===== config.mk =====
export PLATFORM = sky130hd
export DESIGN_NAME = l1_l2_request_arbiter
export DESIGN_NICKNAME = d
export VERILOG_FILES = /design/src/rtl/l1_l2_request_arbiter.sv
export SDC_FILE = /design/constraint.sdc
export NUM_CORES = 2
export LEC_CHECK = 0
export CAP_MARGIN = 30
export CORE_AREA = 2 2 681 683
export CTS_CLUSTER_SIZE = 20
export DETAILED_ROUTE_END_ITERATION = 16
export DIE_AREA = 0 0 683 685
export GPL_TIMING_DRIVEN = 0
export PLACE_DENSITY = 0.3
export REMOVE_ABC_BUFFERS = 1
export SYNTH_ARGS = -nofsm -noshare
export SYNTH_HDL_FRONTEND = slang
export SYNTH_SLANG_ARGS = --single-unit

===== constraint.sdc =====
create_clock -name clk -period 2.61 [get_ports clk]
set_input_delay 0.522 -clock clk [delete_from_list [all_inputs] [get_ports clk]]
set_output_delay 0.522 -clock clk [all_outputs]
set_load 0.1 [all_outputs]

===== src/rtl/l1_l2_request_arbiter.sv =====
// Round-robin arbiter sharing the single L1->L2 request channel between the
// instruction and data caches, one outstanding transaction at a time.
module l1_l2_request_arbiter #(
  parameter int ADDRESS_WIDTH     = 32,
  parameter int BYTE_SELECT_WIDTH = 6,
  parameter int LINE_WIDTH        = 512,
  parameter int WDATA_WIDTH       = 32,
  parameter int STAT_WIDTH        = 16
) (
  input  logic                     clk,
  input  logic                     rst_n,

  input  logic                     i_req_valid,
  input  logic [ADDRESS_WIDTH-1:0] i_req_addr,
  output logic                     i_req_ready,
  output logic                     i_resp_valid,
  output logic [LINE_WIDTH-1:0]    i_resp_data,

  input  logic                     d_req_valid,
  input  logic                     d_req_write,
  input  logic [ADDRESS_WIDTH-1:0] d_req_addr,
  input  logic [WDATA_WIDTH-1:0]   d_req_wdata,
  output logic                     d_req_ready,
  output logic                     d_resp_valid,
  output logic [LINE_WIDTH-1:0]    d_resp_data,

  output logic                     l2_req_valid,
  input  logic                     l2_req_ready,
  output logic [ADDRESS_WIDTH-1:0] l2_req_addr,
  output logic                     l2_req_write,
  output logic [WDATA_WIDTH-1:0]   l2_req_wdata,
  output logic                     l2_req_src,
  input  logic                     l2_resp_valid,
  input  logic [LINE_WIDTH-1:0]    l2_resp_data,

  input  logic                     stat_clear,
  output logic [STAT_WIDTH-1:0]    stat_i_grants,
  output logic [STAT_WIDTH-1:0]    stat_d_grants,
  output logic                     busy
);

  typedef enum logic [1:0] {
    IDLE  = 2'd0,
    ISSUE = 2'd1,
    WAIT  = 2'd2
  } state_t;

  state_t state;
  state_t state_next;

  logic                     favour_i;
  logic                     grant_i;
  logic                     grant_d;
  logic [ADDRESS_WIDTH-1:0] cap_addr;
  logic                     cap_write;
  logic [WDATA_WIDTH-1:0]   cap_wdata;
  logic                     cap_src;

  always_ff @(posedge clk) begin
    if (!rst_n) begin
      state <= IDLE;
    end else begin
      state <= state_next;
    end
  end

  always_comb begin
    state_next = state;
    case (state)
      IDLE:    if (grant_i || grant_d) state_next = ISSUE;
      ISSUE:   if (l2_req_ready)       state_next = WAIT;
      WAIT:    if (l2_resp_valid)      state_next = IDLE;
      default:                         state_next = IDLE;
    endcase
  end

  // Grants are gated by rst_n so no ready escapes while reset is held.
  always_comb begin
    grant_d      = rst_n && (state == IDLE) && d_req_valid && (!i_req_valid || !favour_i);
    grant_i      = rst_n && (state == IDLE) && i_req_valid && (!d_req_valid || favour_i);
    d_req_ready  = grant_d;
    i_req_ready  = grant_i;
    l2_req_valid = (state == ISSUE);
    busy         = (state != IDLE);
    l2_req_addr  = cap_write ? cap_addr
                             : {cap_addr[ADDRESS_WIDTH-1:BYTE_SELECT_WIDTH], {BYTE_SELECT_WIDTH{1'b0}}};
    l2_req_write = cap_write;
    l2_req_wdata = cap_wdata;
    l2_req_src   = cap_src;
  end

  // Pointer always favours the requester that was not granted last.
  always_ff @(posedge clk) begin
    if (!rst_n) begin
      favour_i  <= 1'b0;
      cap_addr  <= '0;
      cap_write <= 1'b0;
      cap_wdata <= '0;
      cap_src   <= 1'b0;
    end else if (grant_d) begin
      favour_i  <= 1'b1;
      cap_addr  <= d_req_addr;
      cap_write <= d_req_write;
      cap_wdata <= d_req_wdata;
      cap_src   <= 1'b0;
    end else if (grant_i) begin
      favour_i  <= 1'b0;
      cap_addr  <= i_req_addr;
      cap_write <= 1'b0;
      cap_wdata <= '0;
      cap_src   <= 1'b1;
    end
  end

  always_ff @(posedge clk) begin
    if (!rst_n) begin
      i_resp_valid <= 1'b0;
      d_resp_valid <= 1'b0;
      i_resp_data  <= '0;
      d_resp_data  <= '0;
    end else begin
      i_resp_valid <= 1'b0;
      d_resp_valid <= 1'b0;
      if ((state == WAIT) && l2_resp_valid) begin
        if (cap_src) begin
          i_resp_valid <= 1'b1;
          i_resp_data  <= l2_resp_data;
        end else begin
          d_resp_valid <= 1'b1;
          d_resp_data  <= l2_resp_data;
        end
      end
    end
  end

  // Clear takes priority over a same-cycle grant.
  always_ff @(posedge clk) begin
    if (!rst_n) begin
      stat_i_grants <= '0;
      stat_d_grants <= '0;
    end else if (stat_clear) begin
      stat_i_grants <= '0;
      stat_d_grants <= '0;
    end else begin
      if (grant_i && (stat_i_grants != '1)) stat_i_grants <= stat_i_grants + STAT_WIDTH'(1);
      if (grant_d && (stat_d_grants != '1)) stat_d_grants <= stat_d_grants + STAT_WIDTH'(1);
    end
  end

endmodule


* Word level (Yosys, flattened, before mapping) *
Index checks and enable logic that the tools add are counted.

word-level totals
  register bits = 1127
  bits in latches = 0
  RAM bits = 0
  bits in read-only memories = 0
  bits of input ports = 616
  word-level logic and storage cells = 60
  memories = 0

cells by class
  add/subtract/negate cells = 2
  $mul = 0
  div/mod/pow operators = 0
  $lt $le $gt $ge = 0
  equal/unequal tests = 7
  shift operators = 0
  muxes and demuxes = 14
  bitwise operators = 2
  reduce and logical (&&, ||, !) cells = 23

operators with widths
  cell                   count
  $mux 32                4
  $add 16x1->16 const B  2
  $ne 16x16->1 const B   2
  $logic_and 1x1->1      8
  $mux 2                 3
  $mux 6                 1
  $pmux 2 s3             1
  $reduce_and 2->1       3
  $mux 1                 5
  $ne 2x2->1 const B     2
  $reduce_bool 2->1      2
  $reduce_or 2->1        2
  $logic_not 1->1        3
  $logic_or 1x1->1       3
  $reduce_and 3->1       1
  $eq 2x1->1 const B     1
  $eq 2x2->1 const B     1
  $logic_not 2->1        1
  $ne 2x1->1 const B     1
  $not 1->1              2

* Longest topological paths before layout *
  depth after elaboration = 7
  gate-level depth with buffers = 8
  depth with buffers taken out = 6

* Least setup slack after synthesis *
No wires, ideal clock.

  path type = register -> register
  from = reg stat_d_grants[0]
  to = reg stat_d_grants[6]
  setup time = 0.128 ns
  arrival = 2.371 ns
  required time = 2.482 ns
  path slack = 0.112 ns
  cell stages (with the launch flop) = 7
  period minus slack after synthesis = 2.498 ns
  cells stage by stage = dfxtp_1 -> ha_1 -> nand4_1 -> nor4_2 -> nor4b_1 -> xnor2_1 -> nor2_1

on the way
  longest elaborated chain between the ends = 2
  elaborated cells between the ends (all ways) = 3
  classes of those cells = add/sub: 1; eq/ne: 1; reduce/logical: 1

ends and longest elaborated chain
  element                                                                RTL line  text
  start: declaration                                                     38        output logic [STAT_WIDTH-1:0] stat_d_grants,
  start signal: assignment                                               146       if (grant_d && (stat_d_grants != '1)) stat_d_grants <= stat_d_grants + STAT_WIDTH'(1);
  parallel branches: the longest is 2 deep, another holds $add 16x1->16  n/a

Several ways; the timed one is not identified.
A chain may end at the register's enable or synchronous reset.

* Worst setup path in the final report *
  from = reg state[1]
  to = out i_req_ready

on the way
  longest elaborated chain between the ends = 4

ends and longest elaborated chain
  element                         RTL line  text
  start: declaration              48        state_t state;
  start signal: assignment        63        state <= state_next;
  $logic_not 2->1                 80        grant_i = rst_n && (state == IDLE) && i_req_valid && (!d_req_valid || favour_i);
  $logic_and 1x1->1 (3 in a row)  80
  end: declaration                15        output logic i_req_ready,

No other way between the ends.

==> flow_summary.yaml <==
yosys:
  synth_commonest_cells: "nand2_1, dfxtp_1, a21oi_1"
  syn_avg_cell_area_um2: 7.94
  yosysTopAreaCellShare_pct: 57.2
  synthArstFlopShare_pct: 0
  ys.flop_type: "dfxtp_1"
  ys_seq_area_share_pct: 57.2
  synth_top_area_cell: "dfxtp_1"
  yosysMostFrequentCell: "nand2_1"
  ys_ff_latch: 1127
  synth_edf_count: 0
  synthesis.area_um2: 39400
  synthTopCellsByArea: "dfxtp_1, nand2_1, a21oi_1"
  netlist_instances: 4968
  yosys_warnings: 0
  ys_types: 46
place:
  placed_cells: 13208
  placed_area_um2: 82400
  dp_hpwl_mm: 288
  portBuffers: 1743
  preCtsSetupSlack_ns: -3.31
  gp_congestion: 0.877
clock_tree:
  cts_buffer_depth: 4
  root_buffer: "clkbuf_16"
  ctsHoldBuffers: 0
  cts_tree: "done"
  numClockSinks: 1127
  htree_levels: 4
  path_clk_slew_ns: 0.06
  clk_latency_ns: 0.85
  cts_buffers: 158
grt:
  grt_pass1_vias: 42848
  grt_usage_pct: 15.0
  grt_antenna_before_repair: 287
  grt_start_max_net_pins: 117
  grt_first_pass_wirelength_mm: 466
  grt_overflow: 0
cells_and_area:
  fill_cells: 50568
  utilization_pct: 18.7
  area_growth_pct: 118
  drive_gt1_share_pct: 22.5
  final_cells: 13199
  final_area_um2: 86100
  multi_input_area_um2: 15100
  seqCellArea_um2: 22600
  nNetsFinal: 7482
sta:
  timing.hold.ws_ns: 0.241
  slew_violations: 0
  period_minus_slack_ns: 2.75
  worst_pin_slew_ns: 0.865
  post-route-period-util_pct: 105
  layout_setup_ws_ns: -0.139
  worst_slew_margin_rel_pct: 42.3
  final_hold_viol_count: 0
  grt_setup_unrepaired: "yes"
  fmaxAchievable_mhz: 364
  setup_violations: 2
  finalClockSkew_ns: 0.0316
power_and_ir_drop:
  ir_drop_uv: 407
  p_leak_uw: 0.0290
  power-per-cell-area_nw_per_um2: 527
worst_setup_path:
  path_class: "reg2out"
  startpoint_type: "register"
  critPathArrivalTime_ns: 2.23
  r2r-start: "state[0]"
  crit_start: "state[1]"
  cp-end-kind: "primary output"
  cp.required_ns: 2.09
  critPathMaxFanout: 4
run:
  maxCapViolations: 0
worst_hold_path:
  worst_hold_path_type: "in2reg"
  min_from: "i_req_addr[25]"
floorplan:
  core_area_um2: 461000
  die_w_um: 683
  die_height_um: 685
  io-pin-count: 1744
  start_util_pct: 8.55
  die_area_um2: 468000
  rows: 250
routing:
  firstDrtPassIters: 8
  via_count: 44773
  drt_iter0_drc: 3238
  via_per_inst: 3.39
  finalWirelength_mm: 372
  wire_per_inst_um: 28.2
  ant_nets: 0
  drcViolationCount: 0
status:
  failed_checks: "negative setup slack"
  status: "complete, but fails checks"
cells by family after synthesis:
logic type / share of synthesized area [%]
AO/OA/AOI/OAI: 14.7
buffers and inverters: 4.78
adder cells (fa/ha/maj): 0.0635
AND/OR/NAND/NOR: 22.7
XOR/XNOR: 0.533
multiplexers: 0.0254
flip-flops: 57.2
per-layer routing:
layer	up-vias	wire [µm]	track usage (%)
li1	20004	-	-
met1	21611	132000	15.9
met2	2147	188000	27.1
met3	823	40600	6.68
met4	188	11000	3.50
met5	-	1290	0
flip-flops by register name (all words and copies together), names as in the netlist:
signal / count
l2_req_wdata: 32
l2_req_write: 1
state: 2
l2_req_src: 1
i_resp_data: 512
d_resp_valid: 1
cap_addr: 32
i_resp_valid: 1
stat_i_grants: 16
favour_i: 1
d_resp_data: 512
stat_d_grants: 16
where the power goes:
part           total [µW]  internal [µW]  switching, µW
registers           17600          17400            231
clock network       22700          13500           9190
logic                5100           1990           3110
total               45400          32900          12500
critical path: stages (launching register included):
cell and delay [ns]:
dfxtp_4 0.36, nor3b_4 0.22, buf_4 0.15, nand3_4 0.08
buf_12 0.19, clkinv_16 0.10, buf_16 0.18
cells in the final DEF (no fill, tap or decap), drive strengths merged, types with 12 or more instances in the layout:
master         count
nor2b             21
bufbuf            36
inv               12
nor3              13
dlygate4sd2       73
dfxtp           1127
clkinv            25
a311oi            32
nand3             14
xnor2             24
nand2           2128
diode             38
clkdlybuf4s15    457
a21oi           1030
nor2              82
clkbuf           257
buf              779
a22oi             34
clkdlybuf4s50    766
stage by stage:
step | power [µW] | TNS, ns
floorplan | 20100 | -
global placement | 22400 | -
detailed placement | 23000 | -1056.00
CTS | 46300 | -0.615
global route | 47100 | -0.396
finish | 45400 | -0.207
repair_timing:
action,in CTS,in global routing
setup endpoints to repair,1709,275
setup buffers,38,4
gates cloned,46,16
resized for setup,1566,11
pin swaps,6,2
cell type report:
class                      count  area share (%)
tap                         6174            8.97
sequential                  1127            26.2
clock buffer                 242            5.56
inverter                       5          0.0973
clock inverter                41           0.623
antenna                       38           0.110
timing repair buffer        2129            40.9
multi-input combinational   3443            17.5
worst paths after layout:
kind / end / slack [ns] / cells past startpoint
hold reg to reg: i_resp_data[113] / 0.45 / 2
setup reg to reg: d_resp_data[90] / 0.02 / 10
hold / removal: cap_addr[25] / 0.24 / 3
setup / recovery: i_req_ready / -0.14 / 6
No activity file was read; power rests on OpenSTA's default activity.
